<file path="config.mk">
export PLATFORM = sky130hd
export DESIGN_NAME = keypad_code_entry
export DESIGN_NICKNAME = d
export VERILOG_FILES = /design/src/rtl/keypad_pkg.sv /design/src/rtl/keypad_event.sv /design/src/rtl/keypad_code_entry.sv
export SDC_FILE = /design/constraint.sdc
export NUM_CORES = 1
export LEC_CHECK = 0
export CORE_MARGIN = 3
export CORE_UTILIZATION = 50
export DETAILED_ROUTE_END_ITERATION = 10
export GPL_TIMING_DRIVEN = 1
export PLACE_DENSITY = 0.78
export SLEW_MARGIN = 40
export SYNTH_ARGS = -nofsm -noshare
export SYNTH_HDL_FRONTEND = slang
export SYNTH_SLANG_ARGS = --single-unit
</file>
<file path="constraint.sdc">
create_clock -name clk -period 2.5 [get_ports clk]
set_input_delay 0.5 -clock clk [delete_from_list [all_inputs] [get_ports clk]]
set_output_delay 0.5 -clock clk [all_outputs]
set_load 0.02 [all_outputs]
</file>
<file path="src/rtl/keypad_pkg.sv">
// keypad_pkg: key codes and lock FSM states shared by the scanner, lock and display stages.
package keypad_pkg;
    localparam logic [4:0] KEY_A    = 5'd10;
    localparam logic [4:0] KEY_B    = 5'd11;
    localparam logic [4:0] KEY_C    = 5'd12;
    localparam logic [4:0] KEY_D    = 5'd13;
    localparam logic [4:0] KEY_STAR = 5'd14;
    localparam logic [4:0] KEY_HASH = 5'd15;
    localparam logic [4:0] KEY_NONE = 5'd16;
    typedef enum logic [1:0] {ST_ENTRY, ST_UNLOCKED, ST_NEWCODE, ST_LOCKOUT} state_e;
endpackage

</file>
<file path="src/rtl/keypad_event.sv">
// keypad_event: turns raw scanner samples into one key event per stable press,
// re-arming only after the keypad has been stably released.
module keypad_event
    import keypad_pkg::*;
#(
    parameter int STABLE_CYCLES = 500000
) (
    input  logic       clk,
    input  logic       rst,
    input  logic [4:0] number,
    input  logic       pressed,
    output logic       key_valid,
    output logic [3:0] key_code
);
    localparam int CW = $clog2(STABLE_CYCLES + 1);
    localparam logic [CW-1:0] STABLE = CW'(STABLE_CYCLES);
    logic          wait_q, wait_d;
    logic [CW-1:0] cnt_q, cnt_d;
    logic [4:0]    last_q, last_d;
    logic          valid_q, valid_d;
    logic [3:0]    code_q, code_d;
    logic          qual;
    assign qual = pressed && (number < KEY_NONE);
    // cnt counts consecutive matching samples, so a count of zero means no run in progress
    always_comb begin
        wait_d  = wait_q;
        cnt_d   = '0;
        last_d  = number;
        valid_d = 1'b0;
        code_d  = code_q;
        if (wait_q) begin
            cnt_d  = pressed ? '0 : cnt_q + 1'b1;
            wait_d = cnt_d != STABLE;
            cnt_d  = (cnt_d == STABLE) ? '0 : cnt_d;
        end else if (qual) begin
            cnt_d = (cnt_q != '0 && number == last_q) ? cnt_q + 1'b1 : CW'(1);
            if (cnt_d == STABLE) begin
                valid_d = 1'b1;
                code_d  = number[3:0];
                wait_d  = 1'b1;
                cnt_d   = '0;
            end
        end
    end
    always_ff @(posedge clk) begin
        if (rst) begin
            wait_q  <= 1'b0;
            cnt_q   <= '0;
            last_q  <= KEY_NONE;
            valid_q <= 1'b0;
            code_q  <= '0;
        end else begin
            wait_q  <= wait_d;
            cnt_q   <= cnt_d;
            last_q  <= last_d;
            valid_q <= valid_d;
            code_q  <= code_d;
        end
    end
    assign key_valid = valid_q;
    assign key_code  = code_q;
endmodule

</file>
<file path="src/rtl/keypad_code_entry.sv">
// keypad_code_entry: keypad lock - debounced key events drive a BCD entry buffer,
// code comparison, code change and a timed lockout after repeated failures.
module keypad_code_entry
    import keypad_pkg::*;
#(
    parameter int                    DIGITS         = 4,
    parameter int                    STABLE_CYCLES  = 500000,
    parameter logic [4*DIGITS-1:0]   DEFAULT_CODE   = 16'h1234,
    parameter int                    MAX_TRIES      = 3,
    parameter int                    LOCKOUT_CYCLES = 250000000
) (
    input  logic                clk,
    input  logic                rst,
    input  logic [4:0]          number,
    input  logic                pressed,
    output logic                key_valid,
    output logic [3:0]          key_code,
    output logic [4*DIGITS-1:0] digits_bcd,
    output logic [2:0]          digit_count,
    output logic                unlocked,
    output logic                error,
    output logic                saved,
    output logic                locked_out
);
    localparam int FW = $clog2(MAX_TRIES + 1);
    localparam int LW = $clog2(LOCKOUT_CYCLES + 1);
    localparam logic [2:0]    FULL      = 3'(DIGITS);
    localparam logic [FW-1:0] MAXF      = FW'(MAX_TRIES);
    localparam logic [LW-1:0] LOCK_LAST = LW'(LOCKOUT_CYCLES - 1);
    state_e              state_q, state_d;
    logic [4*DIGITS-1:0] entry_q, entry_d, stored_q, stored_d;
    logic [2:0]          cnt_q, cnt_d;
    logic [FW-1:0]       fail_q, fail_d;
    logic [LW-1:0]       lock_q, lock_d;
    logic                error_q, error_d, saved_q, saved_d;
    logic                is_digit, is_star, is_hash, is_a, full;
    keypad_event #(.STABLE_CYCLES(STABLE_CYCLES)) u_event (
        .clk       (clk),
        .rst       (rst),
        .number    (number),
        .pressed   (pressed),
        .key_valid (key_valid),
        .key_code  (key_code)
    );
    assign is_digit = key_code < 4'd10;
    assign is_star  = {1'b0, key_code} == KEY_STAR;
    assign is_hash  = {1'b0, key_code} == KEY_HASH;
    assign is_a     = {1'b0, key_code} == KEY_A;
    assign full     = cnt_q == FULL;
    always_comb begin
        state_d  = state_q;
        entry_d  = entry_q;
        cnt_d    = cnt_q;
        stored_d = stored_q;
        fail_d   = fail_q;
        lock_d   = '0;
        error_d  = 1'b0;
        saved_d  = 1'b0;
        case (state_q)
            ST_ENTRY, ST_NEWCODE: begin
                if (key_valid && is_digit && !full) begin
                    entry_d = {entry_q[4*DIGITS-5:0], key_code};
                    cnt_d   = cnt_q + 3'd1;
                end else if (key_valid && (is_star || is_hash)) begin
                    entry_d = '0;
                    cnt_d   = '0;
                end
                // ENTRY checks the code; NEWCODE stores it
                if (key_valid && is_hash && state_q == ST_ENTRY) begin
                    if (full && entry_q == stored_q) begin
                        state_d = ST_UNLOCKED;
                        fail_d  = '0;
                    end else begin
                        error_d = 1'b1;
                        fail_d  = (fail_q == MAXF) ? fail_q : fail_q + 1'b1;
                        state_d = (fail_d == MAXF) ? ST_LOCKOUT : ST_ENTRY;
                    end
                end else if (key_valid && is_hash) begin
                    stored_d = full ? entry_q : stored_q;
                    saved_d  = full;
                    error_d  = !full;
                    state_d  = full ? ST_UNLOCKED : ST_NEWCODE;
                end
            end
            ST_UNLOCKED: begin
                state_d = (key_valid && is_hash) ? ST_ENTRY :
                          (key_valid && is_a) ? ST_NEWCODE : ST_UNLOCKED;
                entry_d = '0;
                cnt_d   = '0;
            end
            ST_LOCKOUT: begin
                lock_d = lock_q + 1'b1;
                if (lock_q == LOCK_LAST) begin
                    state_d = ST_ENTRY;
                    fail_d  = '0;
                    entry_d = '0;
                    cnt_d   = '0;
                    lock_d  = '0;
                end
            end
            default: state_d = ST_ENTRY;
        endcase
    end
    always_ff @(posedge clk) begin
        if (rst) begin
            state_q  <= ST_ENTRY;
            entry_q  <= '0;
            cnt_q    <= '0;
            stored_q <= DEFAULT_CODE;
            fail_q   <= '0;
            lock_q   <= '0;
            error_q  <= 1'b0;
            saved_q  <= 1'b0;
        end else begin
            state_q  <= state_d;
            entry_q  <= entry_d;
            cnt_q    <= cnt_d;
            stored_q <= stored_d;
            fail_q   <= fail_d;
            lock_q   <= lock_d;
            error_q  <= error_d;
            saved_q  <= saved_d;
        end
    end
    assign digits_bcd  = entry_q;
    assign digit_count = cnt_q;
    assign unlocked    = state_q == ST_UNLOCKED || state_q == ST_NEWCODE;
    assign locked_out  = state_q == ST_LOCKOUT;
    assign error       = error_q;
    assign saved       = saved_q;
endmodule

</file>
### Word level (Yosys, flattened, before mapping)

Cells that the tools add are included.

| storage, ports and cells | value |
|---|---|
| register bits | 99 |
| input bits | 8 |
| output and inout bits | 28 |

| cells by class | value |
|---|---|
| add/sub/neg operators | 4 |
| $lt $le $gt $ge | 2 |
| eq/ne operators | 19 |
| multiplexer cells | 33 |
| bitwise gates (word level) | 5 |
| reduce and logical (&&, ||, !) cells | 25 |

Operators by type and width:

| kind | number |
|---|---|
| two-way mux 19 bit | 6 |
| two-way mux 16 bit | 3 |
| case mux 16 bit (3 select lines) | 1 |
| equality test 19 bit, second input constant | 2 |
| adder 28 x 1 -> 28 bit, second input constant | 1 |
| equality test 28 bit, second input constant | 1 |
| two-way mux 2 bit | 11 |
| adder 19 x 1 -> 19 bit, second input constant | 1 |
| != test 19 bit, second input constant | 1 |
| nonzero test 19 bit | 1 |
| equality test 16 bit | 1 |
| equality test 4 bit, second input constant | 3 |
| logical AND 1 bit | 9 |
| two-way mux 3 bit | 3 |
| case mux 3 bit (3 select lines) | 1 |
| equality test 2 bit, second input constant | 4 |
| two-way mux 1 bit | 6 |
| != test 3 bit, second input constant | 2 |
| case mux 2 bit (3 select lines) | 1 |
| AND reduction 3 bit | 2 |
| OR reduction 2 bit | 3 |
| equality test 5 bit | 1 |
| less-than comparator 5 bit, second input constant | 1 |
| NOT 1 bit | 5 |
| 16 further kinds | 18 |

### Logic depth before layout (Yosys ltp)

| logic depth | value |
|---|---|
| word-level depth | 7 |
| mapped depth | 10 |
| mapped depth without buffers | 8 |

### Cells and area by module

Synthesis repeated with hierarchy kept, for this count alone.

| second synthesis, totals | value |
|---|---|
| cells, all modules | 544 |
| area, all modules | 4973.5 µm² |

Modules (own cells, without submodules):

| module | instances | cells each | area each (µm²) | sequential area each (µm²) |
|---|---|---|---|---|
| keypad_code_entry | 1 | 351 | 3239.4 | 1381.3 |
| keypad_event | 1 | 193 | 1734.2 | 600.6 |

### Worst setup path after synthesis

Ideal clock, no wire load.

| timing path | value |
|---|---|
| path type | register to register |
| start point | register u_event.cnt_q[0] |
| end point | register u_event.code_q[0] (netlist: u_event.key_code[0]) |
| setup time | 0.121 ns |
| arrival | 2.316 ns |
| data required time | 2.379 ns |
| setup slack | 0.063 ns |
| stages on the path, launching flop included | 9 |
| path buffers | 1 |
| cells stage by stage | dfxtp_1 -> ha_1 -> nand4_2 -> nor3_4 -> mux2i_1 -> o31ai_2 -> or4_1 -> buf_6 -> mux2_4 |

| on the way | value |
|---|---|
| cells in the longest elaborated chain, start to end | 5 |
| elaborated cells on any way between the ends | 6 |
| classes of those cells | add/sub: 1; eq/ne: 1; mux: 1; reduce/logical: 3 |

RTL lines:

| what | line | RTL |
|---|---|---|
| from (decl) | keypad_event.sv:18 | `logic [CW-1:0] cnt_q, cnt_d;` |
| from (signal assigned) | keypad_event.sv:54 | `cnt_q <= cnt_d;` |
| branches (longest 2 deep; another with adder 19 x 1 -> 19 bit) | -- |  |
| two-way mux 19 bit * | keypad_event.sv:36 | `cnt_d = (cnt_q != '0 && number == last_q) ? cnt_q + 1'b1 : CW'(1);` |
| equality test 19 bit * | keypad_event.sv:37 | `if (cnt_d == STABLE) begin` |
| AND reduction 3 bit (no line) * | -- |  |
| to (signal assigned) | keypad_event.sv:57 | `code_q <= code_d;` |
| to (decl) | keypad_event.sv:21 | `logic [3:0] code_q, code_d;` |

Mark *: on every way between the ends.
A chain may end at the register's enable or synchronous reset.

### Final worst setup path

| timing path | value |
|---|---|
| start point | input number[0] |
| end point | register u_event.code_q[1] (netlist: u_event.key_code[1]) |

| on the way | value |
|---|---|
| cells in the longest elaborated chain, start to end | 5 |
| elaborated cells on any way between the ends | 7 |
| classes of those cells | order compare: 1; eq/ne: 2; mux: 1; reduce/logical: 3 |

RTL lines:

| what | line | RTL |
|---|---|---|
| from (decl) | keypad_code_entry.sv:14 | `input logic [4:0] number,` |
| equality test 5 bit | keypad_event.sv:36 |  |
| logical AND 1 bit | keypad_event.sv:36 |  |
| two-way mux 19 bit | keypad_event.sv:36 |  |
| equality test 19 bit | keypad_event.sv:37 |  |
| AND reduction 3 bit (no line) * | -- |  |

Mark *: on every way between the ends. The rest lies on a longest branch, timed or not.

==> flow_metrics.env <==
export IMPL_cp_max_fo=5
export IMPL_hold_path_depth=1
export IMPL_chipHeight_um=104
export IMPL_critPathLaunchType="input pin"
export IMPL_worstPathArrival_ns=2.69
export IMPL_drtIter0Drc=262
export IMPL_synthToLayoutAreaGrowth_pct=19.7
export IMPL_multi_input_area_um2=2680
export IMPL_ant_nets=0
export IMPL_clkLatencyLatePin_ns=0.36
export IMPL_io_buffers=35
export IMPL_start_util_pct=51.7
export IMPL_grt_max_degree=29
export IMPL_syn_area_per_cell_um2=8.87
export IMPL_hp_class="reg2reg"
export IMPL_timing_rr_start="u_event.cnt_q[1]"
export IMPL_root_buffer="clkbuf_8"
export IMPL_cts_tree="done"
export IMPL_viasPerCell=5.55
export IMPL_cts_buffers=9
export IMPL_grt_usage_pct=19.8
export IMPL_final_util_pct=61.9
export IMPL_ioPinCount=36
export IMPL_nets=612
export IMPL_syn_area_um2=4830
export IMPL_slew_headroom_pct=58.7
export IMPL_drive_gt1_share_pct=13.5
export IMPL_setup_viol=0
export IMPL_ir_drop_mv=0.420
export IMPL_final_max_slew_violation_count=0
export IMPL_whs_endpoint="lock_q[0]"
export IMPL_min_delay_start="lock_q[0]"
export IMPL_path_clk_slew_ns=0.10
export IMPL_first_global_vias=3950
export IMPL_critical_path_buf_inv_count=1
export IMPL_fin_crit_sh_pct=97.4
export IMPL_regArea_um2=1980
export IMPL_endpoint_kind="register"
export IMPL_num_rows=35
export IMPL_seq_area_frac_synth_pct=41.1
export IMPL_fin_crit_ns=2.44
export IMPL_path_class="in2reg"
export IMPL_clock_sinks=99
export IMPL_dp_hpwl_um=7490
export IMPL_rsz0062_at_grt="yes"
export IMPL_num_vias=4044
export IMPL_power_leakage_nw=1.97
export IMPL_overflow=0
export IMPL_ys_async_sr_fraction_pct=0
export IMPL_crit_chain="clkdlybuf4s50_1 > xor2_1 > nor3_1 > nand3_1 > or3_4 > or4_4 > mux2_4"
export IMPL_die_w_um=104
export IMPL_timing_final_hold_violations=0
export IMPL_cp_top_family="simple AND/OR/NAND/NOR gates"
export IMPL_fin_worst_skew_ns=0.00925
export IMPL_post_cts_setup_buffers=0
export IMPL_diodes=0
export IMPL_fillCellCount=780
export IMPL_cp_slowest_stage_delay_ns=0.55
export IMPL_r2r_end="u_event.key_code[1]"
export IMPL_place_gp_congestion=0.856
export IMPL_ys_ff_latch=99
export IMPL_wl_um=10500
export IMPL_synthDistinctLibCells=63
export IMPL_synth_edf_count=0
export IMPL_r2r_slack_ns=0.09
export IMPL_drcViolationCount=0
export IMPL_antenna_found_initial=0
export IMPL_worst_pin_slew_ns=0.614
export IMPL_syn_nets=561
export IMPL_reg2reg_depth=7
export IMPL_syn_inst=544
export IMPL_first_pass_iters=5
export IMPL_powerDensity_nw_per_um2=595
export IMPL_yosys_warnings=0
export IMPL_slowest_stage="or4_4"
export IMPL_critical_path_required_ns=2.75
export IMPL_core_um2=9330
export IMPL_status="complete, no violations"
export IMPL_grt_pass1_wl_um=18200
export IMPL_routedWlPerCell_um=14.4
export IMPL_clock_path_buffers=2
export IMPL_cts_hold_buf=0
export IMPL_worst_hold_slack_ns=0.452
export IMPL_dieArea_um2=10900
export IMPL_synthFlopType="dfxtp_1"
export IMPL_cap_viol_max_count=0
export IMPL_finalPower_mw=3.44
export IMPL_ctsHtreeMaxLevel=3
export IMPL_fmax_mhz=411
## registers in the layout, summed over array words and instances (netlist names)
| signal | cells |
|---|---|
| u_event.cnt_q | 19 |
| state_q | 2 |
| u_event.key_valid | 1 |
| digits_bcd | 16 |
| u_event.last_q | 5 |
| u_event.wait_q | 1 |
| stored_q | 16 |
| error | 1 |
| fail_q | 2 |
| saved | 1 |
| digit_count | 3 |
| u_event.key_code | 4 |
| lock_q | 28 |
## how the worst max path moves through the flow
stage	start	to	slack, ns	cells past startpoint
3_5_place_dp	number[0]	u_event.key_code[1]	-0.43	7
2_1_floorplan	u_event.cnt_q[0]	u_event.key_code[0]	0.06	8
5_1_grt	number[0]	u_event.key_code[2]	-0.02	7
3_3_place_gp	number[0]	u_event.key_code[3]	-0.38	7
6_report	number[0]	u_event.key_code[1]	0.06	7
4_1_cts	number[0]	u_event.key_code[2]	0.07	7
## logic make-up after synthesis
| family | Yosys count | synth area share [%] |
|---|---|---|
| and+or+nand+nor | 232 | 26.0 |
| DFF | 99 | 41.1 |
| AOI/OAI and AO/OA | 84 | 11.4 |
| xor gates and xnor gates | 61 | 11.1 |
| buffers and inverters | 42 | 4.17 |
| muxes | 17 | 3.97 |
| adders and majority gates | 9 | 2.33 |
## what timing repair did
action / in CTS / in global routing
gates resized for setup: 1 / 6
setup endpoints to repair: 4 / 12
pin swaps: 0 / 1
cloned: 0 / 0
## stage by stage
stage                     setup TNS (ns)  std cells  worst slack, ns  instance area [um^2]
after global placement             -2.00        713           -0.380                  5480
after floorplan                        0        544           0.0625                  4830
final                                  0        729           0.0650                  5780
after global routing             -0.0606        729          -0.0201                  5780
after detailed placement           -3.20        713           -0.427                  5480
after CTS                              0        729           0.0728                  5750
## cell usage after synthesis (14+ instances only)
master,n,share of area [%]
dfxtp_1,99,41
nor2_1,59,4.6
nand2_1,42,3.3
xor2_1,36,6.5
a21oi_1,28,2.9
xnor2_1,25,4.5
o21ai_0,24,2.5
nor3_1,21,2.2
nand3_1,20,2.1
nor2b_1,16,2.1
inv_1,15,1.2
buf_2,14,1.5
## placed cells by master (no fill, tap or decap), types with 3 or more instances in the layout
cell type,n
clkbuf_8,10
o21ai_0,24
nand2b_1,5
a211oi_1,4
nor4b_1,3
xor2_1,36
nor4_1,12
a21oi_1,28
mux2_4,4
buf_12,3
dfxtp_1,98
a21o_1,3
nand3_1,20
mux2i_1,12
or3_1,7
buf_4,29
xnor2_1,25
nor2_1,58
inv_1,15
a211o_1,5
and3_1,7
nand2_1,42
clkdlybuf4s50_1,35
or4_1,3
bufinv_16,4
and4_1,4
ha_1,8
nor3_1,21
nand4_1,12
nor2b_1,16
## metal layers
metal	GRT usage [%]	share of wire (%)
met1	26.7	46
met5	0	0
met2	32.3	48
met4	4.75	0.52
met3	4.47	5.5
## power breakdown
group,leakage [nW],switching [mW],internal (mW)
Sequential,0.800,0.0191,1.60
Combinational,1.03,0.294,0.189
Clock,0.137,0.541,0.795
Total,1.97,0.854,2.58
## area by class of cell
cell class	count	share of cell area, %
multi-input combinational	403	46.3
sequential	99	34.3
timing repair buffer	67	10.9
tap	129	2.79
clock buffer	10	2.38
clock inverter	6	2.32
inverter	15	0.975
(Power assumes the default switching activity.)
